--- src/rtl/systolic_feeder.sv ---
// systolic_feeder: tile sequencer and input skew generator for the systolic MAC array.
// It takes one tile's weight rows (w_*) and then num_vecs activation vectors (a_*)
// over valid/ready streams, and drives the array controls and input buses.
// Ports:
//   clk, rst_n                   clock, asynchronous active-low reset
//   start, num_vecs              tile request and activation-vector count (K)
//   w_valid/w_ready/w_data       weight-row stream, ARRAY_SIZE lanes
//   a_valid/a_ready/a_data       activation-vector stream, ARRAY_SIZE lanes
//   enable, load_weights,
//   clear_acc, acc_enable        array controls (registered)
//   weight_inputs_flat           weight row to the array (registered)
//   input_activations_flat       skewed activations, lane i delayed i advances
//   busy, done                   tile in flight / one-cycle completion pulse

// One skew lane: a DEPTH-deep shift register that moves only when adv is high.
module systolic_feeder_lane #(
  parameter int DEPTH      = 1,
  parameter int DATA_WIDTH = 16
) (
  input  logic                  clk,
  input  logic                  rst_n,
  input  logic                  clr,
  input  logic                  adv,
  input  logic [DATA_WIDTH-1:0] din,
  output logic [DATA_WIDTH-1:0] dout
);
  logic [DEPTH-1:0][DATA_WIDTH-1:0] sr;

  always_ff @(posedge clk or negedge rst_n) begin
    if (!rst_n) begin
      sr <= '0;
    end else if (clr) begin
      sr <= '0;
    end else if (adv) begin
      sr[0] <= din;
      for (int k = 1; k < DEPTH; k++) sr[k] <= sr[k-1];
    end
  end

  assign dout = sr[DEPTH-1];
endmodule

module systolic_feeder #(
  parameter int ARRAY_SIZE = 4,
  parameter int DATA_WIDTH = 16,
  parameter int CNT_WIDTH  = 8
) (
  input  logic                             clk,
  input  logic                             rst_n,
  input  logic                             start,
  input  logic [CNT_WIDTH-1:0]             num_vecs,
  input  logic                             w_valid,
  output logic                             w_ready,
  input  logic [ARRAY_SIZE*DATA_WIDTH-1:0] w_data,
  input  logic                             a_valid,
  output logic                             a_ready,
  input  logic [ARRAY_SIZE*DATA_WIDTH-1:0] a_data,
  output logic                             enable,
  output logic                             load_weights,
  output logic                             clear_acc,
  output logic                             acc_enable,
  output logic [ARRAY_SIZE*DATA_WIDTH-1:0] weight_inputs_flat,
  output logic [ARRAY_SIZE*DATA_WIDTH-1:0] input_activations_flat,
  output logic                             busy,
  output logic                             done
);
  localparam int RW = $clog2(ARRAY_SIZE) + 1;
  localparam int DW = $clog2(2*ARRAY_SIZE);
  localparam logic [RW-1:0] ROW_LAST   = RW'(ARRAY_SIZE-1);
  localparam logic [DW-1:0] DRAIN_LAST = DW'(2*ARRAY_SIZE-2);

  typedef enum logic [2:0] {IDLE, LOAD_W, CLEAR, STREAM, DRAIN, DONE} state_t;
  state_t state, state_nx;

  logic [RW-1:0]        row_cnt;
  logic [CNT_WIDTH-1:0] vec_cnt, k_reg;
  logic [DW-1:0]        drain_cnt;
  logic go, w_acc, a_acc, adv, line_clr;
  logic [ARRAY_SIZE*DATA_WIDTH-1:0] inj;

  assign go       = (state == IDLE) && start && (num_vecs != '0);
  assign w_ready  = (state == LOAD_W);
  assign a_ready  = (state == STREAM);
  assign w_acc    = w_ready && w_valid;
  assign a_acc    = a_ready && a_valid;
  // DRAIN pushes zeros through so the last vector reaches every lane.
  assign adv      = a_acc || (state == DRAIN);
  assign inj      = a_acc ? a_data : '0;
  // Clearing on DONE as well keeps the bus at zero while idle.
  assign line_clr = go || (state == DONE);

  always_comb begin
    state_nx = state;
    case (state)
      IDLE:    if (go) state_nx = LOAD_W;
      LOAD_W:  if (w_acc && row_cnt == ROW_LAST) state_nx = CLEAR;
      CLEAR:   state_nx = STREAM;
      STREAM:  if (a_acc && vec_cnt == k_reg - CNT_WIDTH'(1)) state_nx = DRAIN;
      DRAIN:   if (drain_cnt == DRAIN_LAST) state_nx = DONE;
      DONE:    state_nx = IDLE;
      default: state_nx = IDLE;
    endcase
  end

  always_ff @(posedge clk or negedge rst_n) begin
    if (!rst_n) state <= IDLE;
    else        state <= state_nx;
  end

  always_ff @(posedge clk or negedge rst_n) begin
    if (!rst_n) begin
      row_cnt   <= '0;
      vec_cnt   <= '0;
      drain_cnt <= '0;
      k_reg     <= '0;
    end else begin
      if (go) begin
        k_reg     <= num_vecs;
        row_cnt   <= '0;
        vec_cnt   <= '0;
        drain_cnt <= '0;
      end
      if (w_acc)          row_cnt   <= row_cnt + RW'(1);
      if (a_acc)          vec_cnt   <= vec_cnt + CNT_WIDTH'(1);
      if (state == DRAIN) drain_cnt <= drain_cnt + DW'(1);
    end
  end

  // Controls reflect the state / handshake seen at the previous edge.
  always_ff @(posedge clk or negedge rst_n) begin
    if (!rst_n) begin
      enable             <= 1'b0;
      load_weights       <= 1'b0;
      clear_acc          <= 1'b0;
      acc_enable         <= 1'b0;
      busy               <= 1'b0;
      done               <= 1'b0;
      weight_inputs_flat <= '0;
    end else begin
      enable       <= adv;
      load_weights <= w_acc;
      clear_acc    <= (state == CLEAR);
      acc_enable   <= (state == STREAM) || (state == DRAIN);
      busy         <= go || (state inside {LOAD_W, CLEAR, STREAM, DRAIN});
      done         <= (state == DONE);
      if (w_acc) weight_inputs_flat <= w_data;
    end
  end

  for (genvar i = 0; i < ARRAY_SIZE; i++) begin : g_lane
    systolic_feeder_lane #(.DEPTH(i+1), .DATA_WIDTH(DATA_WIDTH)) u_lane (
      .clk  (clk),
      .rst_n(rst_n),
      .clr  (line_clr),
      .adv  (adv),
      .din  (inj[i*DATA_WIDTH +: DATA_WIDTH]),
      .dout (input_activations_flat[i*DATA_WIDTH +: DATA_WIDTH])
    );
  end
endmodule

--- config.mk ---
export PLATFORM = sky130hd
export DESIGN_NAME = systolic_feeder
export DESIGN_NICKNAME = d
export VERILOG_FILES = /design/src/rtl/systolic_feeder.sv
export SDC_FILE = /design/constraint.sdc
export NUM_CORES = 1
export LEC_CHECK = 0
export BUFFER_PORTS_ARGS = -buffer_cell sky130_fd_sc_hd__buf_2
export CAP_MARGIN = 10
export CORE_MARGIN = 1.5
export CORE_UTILIZATION = 53
export DETAILED_ROUTE_END_ITERATION = 8
export PLACE_DENSITY = 0.87
export SYNTH_ARGS = -nofsm -noshare
export SYNTH_HDL_FRONTEND = slang
export SYNTH_SLANG_ARGS = --single-unit
--- constraint.sdc ---
create_clock -name clk -period 2.46 [get_ports clk]
set_input_delay 0.123 -clock clk [delete_from_list [all_inputs] [get_ports clk]]
set_output_delay 0.123 -clock clk [all_outputs]
set_load 0.05 [all_outputs]
# Word-level counts from Yosys, hierarchy flattened
# Index checks and enable logic that the tools add are counted.
# op_classes
reduce_logical	18
addsub	4
mux	19
n_eq_ne	12
# op_table
operator	n
2-to-1 mux 64 bit	3
2-to-1 mux 48 bit	2
2-to-1 mux 32 bit	2
2-to-1 mux 16 bit	2
2-to-1 mux 3 bit	7
2-to-1 mux 8 bit	2
case mux 3 bit (5 select lines)	1
equality test 3 x 2 -> 1 bit (second input constant)	3
equality test 3 bit (second input constant)	3
adder 8 x 1 -> 8 bit (second input constant)	1
equality test 8 bit	1
nonzero test 2 bit	4
nonzero test 8 bit	1
subtractor 8 x 1 -> 8 bit (second input constant)	1
adder 3 x 1 -> 3 bit (second input constant)	2
logical AND 1 bit	6
logical OR 1 bit	4
inequality test 2 x 1 -> 1 bit (second input constant)	2
inequality test 2 bit (second input constant)	2
AND reduction 4 bit	1
nonzero test 4 bit	1
equality test 3 x 1 -> 1 bit (second input constant)	1
zero test 3 bit	1
# word_totals
elab_cells	75
reg_bits	255
input_bits	141
out_inout_bits	136

# Depth between registers and ports, before layout
# Gate-level depths: netlist of the first run.
# logic_depth
depth_word	5
mapped_depth	10
mapped_depth_nobuf	8

# Modules after synthesis
# Synthesis of the first run repeated with hierarchy kept, for this count alone.
# hier_totals
cells_unflattened	1069
area_unflattened_um2	11393.4
# modules_own_cells
module	cells_each	area_per_inst_um2	seq_area_each_um2	n_inst
systolic_feeder	505	4468.0	2377.3	1
systolic_feeder_lane (g_lane[3].u_lane)	222	2731.4	1601.5	1
systolic_feeder_lane (g_lane[2].u_lane)	171	2089.5	1201.2	1
systolic_feeder_lane (g_lane[1].u_lane)	119	1443.9	800.8	1
systolic_feeder_lane (g_lane[0].u_lane)	52	660.6	400.4	1

# Least setup slack after synthesis of the first run
# OpenSTA, ideal clock, no wires.
# synth_path
path_kind	register to register
startpoint	register state[2]
endpoint	register weight_inputs_flat[15]
required_ns	2.394
path_stages_with_launch	10
n_path_buf	3
setup_ns	0.066
arrival_ns	2.090
synth_period_minus_slack_ns	2.157
slack_ns	0.303
cell_sequence	dfrtp_1 > buf_2 > nor2b_1 > and2_1 > nand2_1 > inv_2 > clkbuf_1 > clkbuf_1 > nand2_1 > nand2_1
# synth_via
elab_chain_cells	2
# synth_lines
item	line_no	text
start, declared	73	state_t state, state_nx;
start signal, assigned	107	else state <= state_nx;
equality test 3 x 1 -> 1 bit	82	assign w_ready = (state == LOAD_W);
net w_ready	53	output logic w_ready,
logical AND 1 bit	84	assign w_acc = w_ready && w_valid;
end signal, assigned	146	if (w_acc) weight_inputs_flat <= w_data;
end, declared	62	output logic [ARRAY_SIZE*DATA_WIDTH-1:0] weight_inputs_flat,
# The timed path passes the listed nets, and every way through them passes these cells.
# A chain may end at the register's enable or synchronous reset.

# Final worst setup path of the first run
# layout_path
startpoint	register state[0]
endpoint	register vec_cnt[5]
# layout_via
elab_chain_cells	4
word_cells_on_any_way	7
cone_classes	1 x eq/ne; 1 x mux; 5 x reduce/logical
# layout_lines
item	line_no	text
zero test 3 bit	81	assign go = (state == IDLE) && start && (num_vecs != '0);
logical AND 1 bit (2 in a row)	81	
nonzero test 2 bit (no source line)	n/a	
end signal, assigned	124	if (a_acc) vec_cnt <= vec_cnt + CNT_WIDTH'(1);
end, declared	76	logic [CNT_WIDTH-1:0] vec_cnt, k_reg;
# Parallel ways exist; a longest one is shown, timed or not.

==> results of run 1 <==
## path summary, 6_finish.rpt
kind,from,to,cells past startpoint
setup reg to reg,state[0],vec_cnt[5],5
setup / recovery,state[0],vec_cnt[5],5
hold reg to reg,weight_inputs_flat[57],weight_inputs_flat[57],2
hold / removal,a_valid,vec_cnt[0],3
max in group asynchronous,rst_n,g_lane[2].u_lane.sr[6],3
min in group asynchronous,rst_n,g_lane[3].u_lane.dout[0],2
## per-stage QoR
| step | utilization | power, W | std cells | cell area (um^2) | hold WS [ns] |
|---|---|---|---|---|---|
| 6_report | 0.726 | 0.0201 | 1687 | 14000 | 0.0290 |
| 3_5_place_dp | 0.603 | 0.0153 | 1499 | 11700 | 0.0837 |
| 4_1_cts | 0.726 | 0.0199 | 1685 | 14000 | 0.00654 |
| 3_3_place_gp | 0.603 | 0.0150 | 1499 | 11700 | 0.0817 |
| 5_1_grt | 0.726 | 0.0211 | 1687 | 14000 | 0.0363 |
| 2_1_floorplan | - | 0.0136 | 1059 | 10400 | -0.173 |
## layout make-up
| cell class | instances | area share |
|---|---|---|
| inverters | 7 | 0.00205 |
| repair buffers | 428 | 0.213 |
| clock buffers | 38 | 0.0561 |
| clock inverters | 10 | 0.0140 |
| multi-input cells | 682 | 0.236 |
| flip-flops and latches | 255 | 0.455 |
| diodes | 2 | 0.000357 |
| well taps | 265 | 0.0236 |
## per-layer routing
layer  GRT usage  vias to the layer above  routed length (um)
met1       0.371                     4400               11600
li1            -                     4115                   -
met2       0.486                      460               14700
met3      0.0594                      102                2340
met4       0.128                        0                1270
met5           0                        -                   0
## kinds of logic after synthesis
| kind of cell | Yosys count | synth area share |
|---|---|---|
| compound gates | 191 | 0.118 |
| xor+xnor | 12 | 0.0101 |
| fa+ha+maj | 6 | 0.00723 |
| buf+inv | 122 | 0.0680 |
| flops | 255 | 0.614 |
| mux | 1 | 0.000963 |
| simple gates | 472 | 0.181 |
## power by group
part / leakage, nW / internal [W] / total, W / switching [W]
clock network: 0.478 / 0.00276 / 0.00441 / 0.00165
logic: 3.48 / 0.00232 / 0.00852 / 0.00620
registers: 3.20 / 0.00602 / 0.00719 / 0.00117
total: 7.16 / 0.0111 / 0.0201 / 0.00901
## tightest hold or removal path, cell delays in order
cell and delay, ns:
buf_2 0.10, nand2_1 0.19, o21ai_1 0.08
## what timing repair did
| item | in CTS | in global routing |
|---|---|---|
| hold endpoints to repair | 329 | 0 |
| gates resized for setup | 0 | 0 |
| hold buffers | 138 | 0 |
## synth_stat cells (3+ instances only)
library cell	number
a21oi_1	100
a22o_1	64
a31oi_1	4
and2_1	3
and3_1	3
buf_2	17
buf_4	50
buf_6	5
clkbuf_1	42
dfrtp_1	255
ha_1	6
inv_1	5
nand2_1	421
nand2b_1	3
nand3_1	11
nand4_1	6
nor2_1	9
nor2b_1	3
nor3_1	5
o21ai_0	13
o21ai_1	5
xnor2_1	5
xor2_1	7
==> results.md, run 1 <==
- Fin crit period: ~2.1 ns
- Syn Std Cell Area: 10400 um^2
- Die Area: ~20000 um^2
- Max-cap violations: 0
- Crit Path Max Fanout: 12
- Vias in the first global route: between 9k and 10k
- Clock sink count: roughly 260
- Number of synthesized register bits: 255
- Initial antenna violation count: 2
- Max FFs per register: 96
- Ports: around 280
- Number of synthesized flops with an enable pin: 0
- Synthesized Nets: about 1.2k
- CP delay by family, top: simple AND/OR/NAND/NOR gates
- Share of cells above drive strength 1: 0.242
- Final worst slack: about 0.34 ns
- R2r setup slk: between 0.3 and 0.4 ns
- Cell Rows: between 50 and 60
- DR iter-0 viols: 654
- Status: complete, no violations
- CP startpoint kind: flip-flop
- Sequential fraction of the synthesis area: 0.614
- Post-Synthesis Cells: roughly 1.1k
- Area growth syn-to-layout: 35.1%
- Via count: just over 9k
- Share of flip-flops with an asynchronous set or reset: 1.00
- Max-slew headroom: 0.439
- Worst clock skew: between 0.01 and 0.015 ns
- Footprint of the multi-input gates: around 3300 um^2
- Final ANT Viol Nets: 0
- Ys flop type: dfrtp_1
- Seq. cell area: approximately 6400 um^2
- Period utilization: 0.864
- Die height: 143 um
- Post-route setup TNS: 0 ns
- Avg Cell Area, Syn: 9.81 um^2
- Yosys top cell area share: 0.614
- Reg clk slew, reported paths: approximately 0.060 ns
- Min-delay worst type: input port to flip-flop
- Leakage: approximately 7.2 nW
- Slowest stage cell, crit path: nor2b_1
- CTS tree: yes
- DR WL/cell: 17.8 um
- WP data required: about 2.9 ns
- WS Path Type: flip-flop to flip-flop
- Pin slew with the least headroom to its limit: ~0.84 ns
- Grt total ovfl: 0
- Reg with most FFs: g_lane.u_lane.sr
- P per Cell Area: roughly 1400 nW/um^2
- Residual DRC: 0
- Setup bufs post-CTS: 0
- Post-layout nets: ~1.5k
- Worst-Skew Late Latency: ~0.52 ns
- RD Place Congestion: 0.876
- Unrepaired setup endpoints after global routing: no
- Final HPWL from detailed placement: roughly 16000 um
- Area leader, netlist: dfrtp_1
- Post-detailed-route via-to-cell ratio: around 5.4
- Yosys warns: 0
- H-tree levels: 1
- Most common cell after layout, fill and taps aside: nand2_1
- CTS buffer count: 27
- Initial Utilization: 0.537
- Drt total wl: approximately 30000 um
- Pre-CTS setup slack: around 0.45 ns
- Die Width: 143 um
- FMAX: ~470 MHz
- CP cell instances: nor3_1 > nor2b_1 > nor2_1 > o21ai_0 > o21ai_1
- Data arrival, critical path: between 2 and 3 ns
- Root buffer cell: clkbuf_16
- CP Capture Type: flip-flop
- Largest stage delay, worst path: between 0.7 and 0.8 ns
- Gr usage total: 0.292
- Hold Vio Cnt, Final: 0
- WP buf/inv: 0
- CTS max path bufs: 3
- Number of endpoints failing setup at the final stage: 0
- Unique masters post-synth: 40
- First-pass GRT wire length: 47200 um
- Area contributors post-synth: dfrtp_1, nand2_1, a22o_1
- Worst vdd ir: 954 uV
- Core area: approximately 19000 um^2
- FILL cells: 1258
- First drt pass iteration count: 5
- PortBufs: 276
- Most frequent cells in the layout: nand2_1, buf_2, dfrtp_1, dlygate4sd3_1, a21oi_1
- Pins Over Slew Limit: 0
- Largest net degree at the start of global routing: 98
Power figures use the tool's default switching activity.
==> run 2: changes to the inputs <==
--- a/config.mk
+++ b/config.mk
@@ -7,6 +7,7 @@
 export LEC_CHECK = 0
 export BUFFER_PORTS_ARGS = -buffer_cell sky130_fd_sc_hd__buf_2
 export CAP_MARGIN = 10
+export CORE_ASPECT_RATIO = 2
 export CORE_MARGIN = 1.5
 export CORE_UTILIZATION = 53
 export DETAILED_ROUTE_END_ITERATION = 8
==> run 2 against run 1 <==
  * Non-clock buffer count increased by 3
  * Power fell by 1.4%
  * Setup slack lost 0.094 ns
  * Sequential share of layout area grew 0.40 points
  * Combinational power increased by 0.8%
  * Worst hold slack lost 0.0082 ns
  * Critical path type unchanged
  * Largest power group unchanged
==> results.md, run 2 (synthesized netlist as in run 1, its figures left out) <==
- Status: complete, no violations
- Core area: 19300 um^2 (-0.29%)
- Via count: 9195 (+1.3%)
- CTS tree: yes
- Setup bufs post-CTS: 0 (unchanged)
- Number of endpoints failing setup at the final stage: 0 (unchanged)
- Ports: 277 (unchanged)
- Die height: 201 um (+41%)
- Data arrival, critical path: 2.61 ns (+0.09 ns)
- Max-slew headroom: 0.413 (-0.0268)
- FMAX: 451 MHz (-4.2%)
- DP Cell Count: 1497 (-0.13%)
- Post-route setup TNS: 0 ns (unchanged)
- Layout Cells excl Fill: 1680 (-0.41%)
- Most frequent cells in the layout: nand2_1, buf_2, dfrtp_1, dlygate4sd3_1, a21oi_1
- Most common cell after layout, fill and taps aside: nand2_1
- Hold Path Origin: w_valid
- Reg with most FFs: g_lane.u_lane.sr
- Worst Setup SP: state[2]
- Min-delay worst type: input port to flip-flop
- Hold Path End: state[0]
- Total Power: 0.0198 W (-1.4%)
- Worst hold slack: 0.0208 ns (-0.00821 ns)
- CTS resizes: 0 (unchanged)
- DR iter-0 viols: 572 (-13%)
- Largest net degree at the start of global routing: 97 (-1.0%)
- Worst clock skew: 0.0158 ns (+0.00338 ns)
- Die Area: 20500 um^2 (+0.25%)
- WHS Path Cells: 3 (unchanged)
- Final ANT Viol Nets: 0 (unchanged)
- Die Width: 102 um (-29%)
- Hold Vio Cnt, Final: 0 (unchanged)
- R2r setup slk: 0.24 ns (-0.09 ns)
- Final HPWL from detailed placement: 16800 um (+3.6%)
- WP data required: 2.85 ns (about the same)
- Share of power burned in registers: 0.364 (+0.007)
- RD Place Congestion: 0.876 (about the same)
- Clock sink count: 255 (unchanged)
- First drt pass iteration count: 6 (+1)
- Largest stage delay, worst path: 0.77 ns (+0.03 ns)
- Vias in the first global route: 9707 (+4.3%)
- DR WL/cell: 18.2 um (+2.7%)
- Initial Utilization: 0.539 (+0.00157)
- Drt total wl: 30600 um (+2.3%)
- Switching share of power: 0.458 (+0.0100)
- First-pass GRT wire length: 48600 um (+3.1%)
- Initial antenna violation count: 4 (+2)
- Share of cells above drive strength 1: 0.243 (+0.000513)
- CTS max path bufs: 3 (unchanged)
- Cell Rows: 72 (+41%)
- H-tree levels: 1 (unchanged)
- CTS buffer count: 23 (-15%)
- Crit Reg-Reg Endpoint: vec_cnt[5]
- Residual DRC: 0 (unchanged)
- Unrepaired setup endpoints after global routing: no
- Post-detailed-route via-to-cell ratio: 5.47 (+1.7%)
- Period utilization: 0.902 (+0.0382)
- Post-layout nets: 1547 (-0.065%)
- Pin slew with the least headroom to its limit: 0.879 ns (+0.0401 ns)
- CP cell instances: buf_4 > nor3_1 > nor2b_1 > nor2_1 > o21ai_0 > o21ai_1
- Gr usage total: 0.301 (+0.00912)
- Pre-CTS setup slack: 0.380 ns (-0.0659 ns)
- Worst vdd ir: 1060 uV (+11%)
- CP Capture Type: flip-flop
- Fin crit period: 2.22 ns (+0.0941 ns)
- P per Cell Area: 1420 nW/um^2 (-0.58%)
- Reg clk slew, reported paths: 0.06 ns (about the same)
- WS Path Type: flip-flop to flip-flop
- Internal power: 0.0107 W (-3.2%)
- Reg2reg start: state[2]
- Root buffer cell: clkbuf_16
- Max-cap violations: 0 (unchanged)
- Worst-Skew Late Latency: 0.52 ns (about the same)
- PortBufs: 276 (unchanged)
- CP startpoint kind: flip-flop
- R2R depth: 6 (+1)
- Slowest stage cell, crit path: nor2b_1
- Area growth syn-to-layout: 33.9%
- Grt total ovfl: 0 (unchanged)
- Pins Over Slew Limit: 0 (unchanged)
- Clock Power Share: 0.203 (-0.016)
- Sw Pwr: 0.00908 W (+0.76%)
- Crit Path Max Fanout: 12 (unchanged)
- Final worst slack: 0.242 ns (-0.0941 ns)
- Max FFs per register: 96 (unchanged)
- Leakage: 7.11 nW (-0.70%)
- Gate power share: 0.433 (+0.009)
-- run 2: changes by cell type in the layout (fill, tap and decap cells not counted), sizes merged, moves of 2 or more --
cell / before / now
clkbuf: 38 / 26
buf: 290 / 294
clkinv: 4 / 8
diode: 2 / 4
-- run 2: worst max-delay path by stage --
stage	endpoint	slack (ns)	depth (start not counted)
floorplan	weight_inputs_flat[15]	0.30	9
global placement	vec_cnt[5]	0.46	6
detailed placement	vec_cnt[5]	0.38	6
CTS	vec_cnt[5]	0.36	6
global route	vec_cnt[5]	0.07	6
finish	vec_cnt[5]	0.24	6
-- run 2: per-layer routing --
metal,GRT usage,routed length (um),vias to the layer above
met3,0.0623,2380,162
met5,0,0,-
met4,0.161,1830,0
met1,0.351,10700,4397
met2,0.509,15700,532
li1,-,-,4104
-- run 2: area by class of cell --
cell class	count	area (um^2)
inverter	7	28.8
multi-input combinational	682	3310
fill	1245	5370
tap	259	324
clock buffer	26	597
timing repair buffer	431	3000
antenna	4	10.0
sequential	255	6380
clock inverter	16	259
-- run 2: stage by stage --
step | util | instance area [um^2]
floorplan | - | 10400
global placement | 0.606 | 11700
detailed placement | 0.606 | 11700
CTS | 0.721 | 13900
global route | 0.722 | 13900
finish | 0.722 | 13900
-- run 2: repair_timing --
item | CTS | global route
hold endpoints to repair | 201 | 0
setup endpoints to repair | 0 | 0
hold buffers | 137 | 0
-- run 2: power groups by stage --
stage	sequential (W)	clock [W]	combinational, W
final	0.00721	0.00403	0.00859
after global routing	0.00738	0.00422	0.00913
after CTS	0.00708	0.00406	0.00838
after detailed placement	0.00709	0	0.00819
after global placement	0.00704	0	0.00793
after floorplan	0.00918	0	0.00442
-- run 2: critical path: cells and delay by family, from the launching register on --
family	cells	cell delay [ns]
DFF	1	0.39
AOI/OAI and AO/OA	2	0.29
and+or+nand+nor	3	1.25
buffers and inverters	1	0.18
==> run 3: changes to the inputs <==
--- a/config.mk
+++ b/config.mk
@@ -5,6 +5,7 @@
 export SDC_FILE = /design/constraint.sdc
 export NUM_CORES = 1
 export LEC_CHECK = 0
+export ABC_AREA = 0
 export BUFFER_PORTS_ARGS = -buffer_cell sky130_fd_sc_hd__buf_2
 export CAP_MARGIN = 10
 export CORE_ASPECT_RATIO = 2
==> constraint.sdc (replaced) <==
create_clock -name clk -period 2.1 [get_ports clk]
set_input_delay 0 -clock clk [delete_from_list [all_inputs] [get_ports clk]]
set_output_delay 0 -clock clk [all_outputs]
set_load 0.05 [all_outputs]
==> run 3 against run 2 <==
  * Utilization is 0.052 points lower
  * Clock power is 4% higher
  * Critical endpoint is now state[1]
  * Sequential power is 16% higher
  * Cell count is 0.36% higher
  * Flip-flop and latch count stayed put
  * Non-clock buffer count is 11 higher
  * Worst hold slack worse by 0.0095 ns
  * Sequential share of layout area hardly changed
  * Maximum frequency is 6.0% higher
  * Routed wire length is 1.3% lower
==> results.md, run 3 (synthesized netlist as in run 1, its figures left out) <==
- Status: complete, no violations
- Leakage: 7.11 nW (about the same)
- Crit Path Max Fanout: 8 (-4)
- Hold Vio Cnt, Final: 0 (unchanged)
- Clock Power Share: 0.185 (-0.018)
- Reg clk slew, reported paths: 0.07 ns (about the same)
- RD Place Congestion: 0.831 (-5.2%)
- DP Cell Count: 1502 (+0.33%)
- Unrepaired setup endpoints after global routing: yes
- Worst vdd ir: 1190 uV (+12%)
- Pin slew with the least headroom to its limit: 0.686 ns (-0.194 ns)
- Final worst slack: 0.00773 ns (-0.234 ns)
- Ports: 277 (unchanged)
- P per Cell Area: 1630 nW/um^2 (+15%)
- Final ANT Viol Nets: 0 (unchanged)
- Largest net degree at the start of global routing: 98 (+1.0%)
- DR iter-0 viols: 592 (+3.5%)
- H-tree levels: 1 (unchanged)
- Cell Rows: 72 (unchanged)
- Post-layout nets: 1559 (+0.78%)
- Initial Utilization: 0.539 (unchanged)
- CTS max path bufs: 3 (unchanged)
- R2r setup slk: 0.008 ns (-0.23 ns)
- Most frequent cells in the layout: nand2_1, buf_2, dfrtp_1, dlygate4sd3_1, a21oi_1
- Root buffer cell: clkbuf_16
- Share of power burned in registers: 0.370 (+0.006)
- CP Capture Type: flip-flop
- FILL cells: 1290 (+3.6%)
- PortBufs: 276 (unchanged)
- Die height: 201 um (unchanged)
- Pre-CTS setup slack: -0.0672 ns (-0.447 ns)
- R2R depth: 8 (+2)
- Initial antenna violation count: 1 (-3)
- Vias in the first global route: 9349 (-3.7%)
- Gate power share: 0.445 (+0.012)
- First-pass GRT wire length: 47800 um (-1.8%)
- Data arrival, critical path: 2.51 ns (-0.10 ns)
- Period utilization: 0.996 (+0.0946)
- Die Width: 102 um (unchanged)
- Pins Over Slew Limit: 0 (unchanged)
- Reg with most FFs: g_lane.u_lane.sr
- Sw Pwr: 0.0105 W (+16%)
- Max-slew headroom: 0.543 (+0.130)
- Reg2reg start: k_reg[0]
- Min-delay worst type: input port to asynchronous set/reset pin
- Max FFs per register: 96 (unchanged)
- Most common cell after layout, fill and taps aside: nand2_1
- Switching share of power: 0.463 (+0.00470)
- Residual DRC: 0 (unchanged)
- Clock sink count: 255 (unchanged)
- Post-detailed-route via-to-cell ratio: 5.42 (-1.0%)
- Gr usage total: 0.298 (-0.00347)
- Die Area: 20500 um^2 (unchanged)
- Core area: 19300 um^2 (unchanged)
- Grt total ovfl: 0 (unchanged)
- Worst clock skew: 0.0170 ns (+0.00122 ns)
- CTS buffer count: 22 (-4.3%)
- Via count: 9135 (-0.65%)
- WS Path Type: flip-flop to flip-flop
- First drt pass iteration count: 5 (-1)
- Fin crit period: 2.09 ns (-0.126 ns)
- Drt total wl: 30200 um (-1.3%)
- Layout Cells excl Fill: 1686 (+0.36%)
- FMAX: 478 MHz (+6.0%)
- Final HPWL from detailed placement: 16500 um (-1.6%)
- CP startpoint kind: flip-flop
- DR WL/cell: 17.9 um (-1.6%)
- Number of endpoints failing setup at the final stage: 0 (unchanged)
- Max-cap violations: 0 (unchanged)
- Post-layout util: 0.721 (about the same)
- Worst Setup SP: k_reg[0]
- Crit Reg-Reg Endpoint: state[1]
- Area growth syn-to-layout: 33.8% (about the same)
- Internal power: 0.0122 W (+14%)
- WP data required: 2.51 ns (-0.34 ns)
- CTS tree: yes
- Share of cells above drive strength 1: 0.250 (+0.00688)
- Worst-Skew Late Latency: 0.52 ns (about the same)
-- run 3: cell types whose count changed in the layout (fill, tap and decap cells not counted), sizes merged --
| cell | before | now |
|---|---|---|
| buf | 294 | 302 |
| bufinv | 6 | 2 |
| nor2 | 10 | 12 |
| inv | 8 | 7 |
| clkbuf | 26 | 30 |
| dlygate4sd3 | 137 | 140 |
| clkinv | 8 | 5 |
| diode | 4 | 1 |
-- run 3: area by class of cell --
type | count | area (um^2) | area share
Antenna cell | 1 | 2.50 | 0.000180
Clock buffer | 30 | 642 | 0.0462
Clock inverter | 8 | 104 | 0.00747
Tap cell | 259 | 324 | 0.0233
Timing Repair Buffer | 442 | 3060 | 0.220
Multi-Input combinational cell | 684 | 3360 | 0.242
Inverter | 7 | 28.8 | 0.00207
Sequential cell | 255 | 6380 | 0.459
-- run 3: worst max-delay path by stage --
stage / endpoint / slack (ns) / cells after the start
global placement: g_lane[0].u_lane.dout[2] / 0.02 / 6
CTS: g_lane[3].u_lane.sr[28] / 0.09 / 7
floorplan: g_lane[3].u_lane.dout[0] / 0.10 / 10
global route: state[1] / -0.18 / 8
detailed placement: g_lane[0].u_lane.dout[7] / -0.07 / 6
finish: state[1] / 0.008 / 8
-- run 3: through the flow --
stage / area [um^2] / hold slack [ns] / total power, W / setup TNS (ns)
after floorplan: 10400 / -0.296 / 0.0159 / 0
after global placement: 11700 / -0.0107 / 0.0175 / 0
after detailed placement: 11700 / -0.0127 / 0.0178 / -3.00
after CTS: 13800 / 0.0348 / 0.0223 / 0
after global routing: 13900 / 0.0691 / 0.0238 / -0.404
final: 13900 / 0.0112 / 0.0227 / 0
-- run 3: worst max-delay path, stage by stage (launching register included) --
cell	delay, ns
dfrtp_1	0.43
inv_1	0.10
ha_1	0.35
nand2_1	0.11
mux2i_1	0.16
a21oi_1	0.11
o21ai_0	0.29
o2111ai_2	0.24
and2_1	0.20
-- run 3: power by group through the flow --
stage	sequential [W]	combinational, W	clock (W)
2_1_floorplan	0.0107	0.00518	0
3_3_place_gp	0.00823	0.00927	0
5_1_grt	0.00861	0.0108	0.00443
6_report	0.00839	0.0101	0.00421
4_1_cts	0.00826	0.00981	0.00427
3_5_place_dp	0.00828	0.00956	0
-- run 3: metal layers --
layer / track usage / wire, um / up-vias
li1: - / - / 4135
met1: 0.357 / 10900 / 4365
met2: 0.498 / 15400 / 497
met3: 0.0529 / 2200 / 138
met4: 0.164 / 1720 / 0
met5: 0 / 0 / -
-- run 3: what timing repair did --
action	4_1_cts	5_1_grt
hold endpoints to repair	397	0
cloned	2	0
gates resized for setup	1	6
pin swaps	1	3
buffers inserted	0	3
hold buffers	140	0
endpoints found under the setup margin	64	128
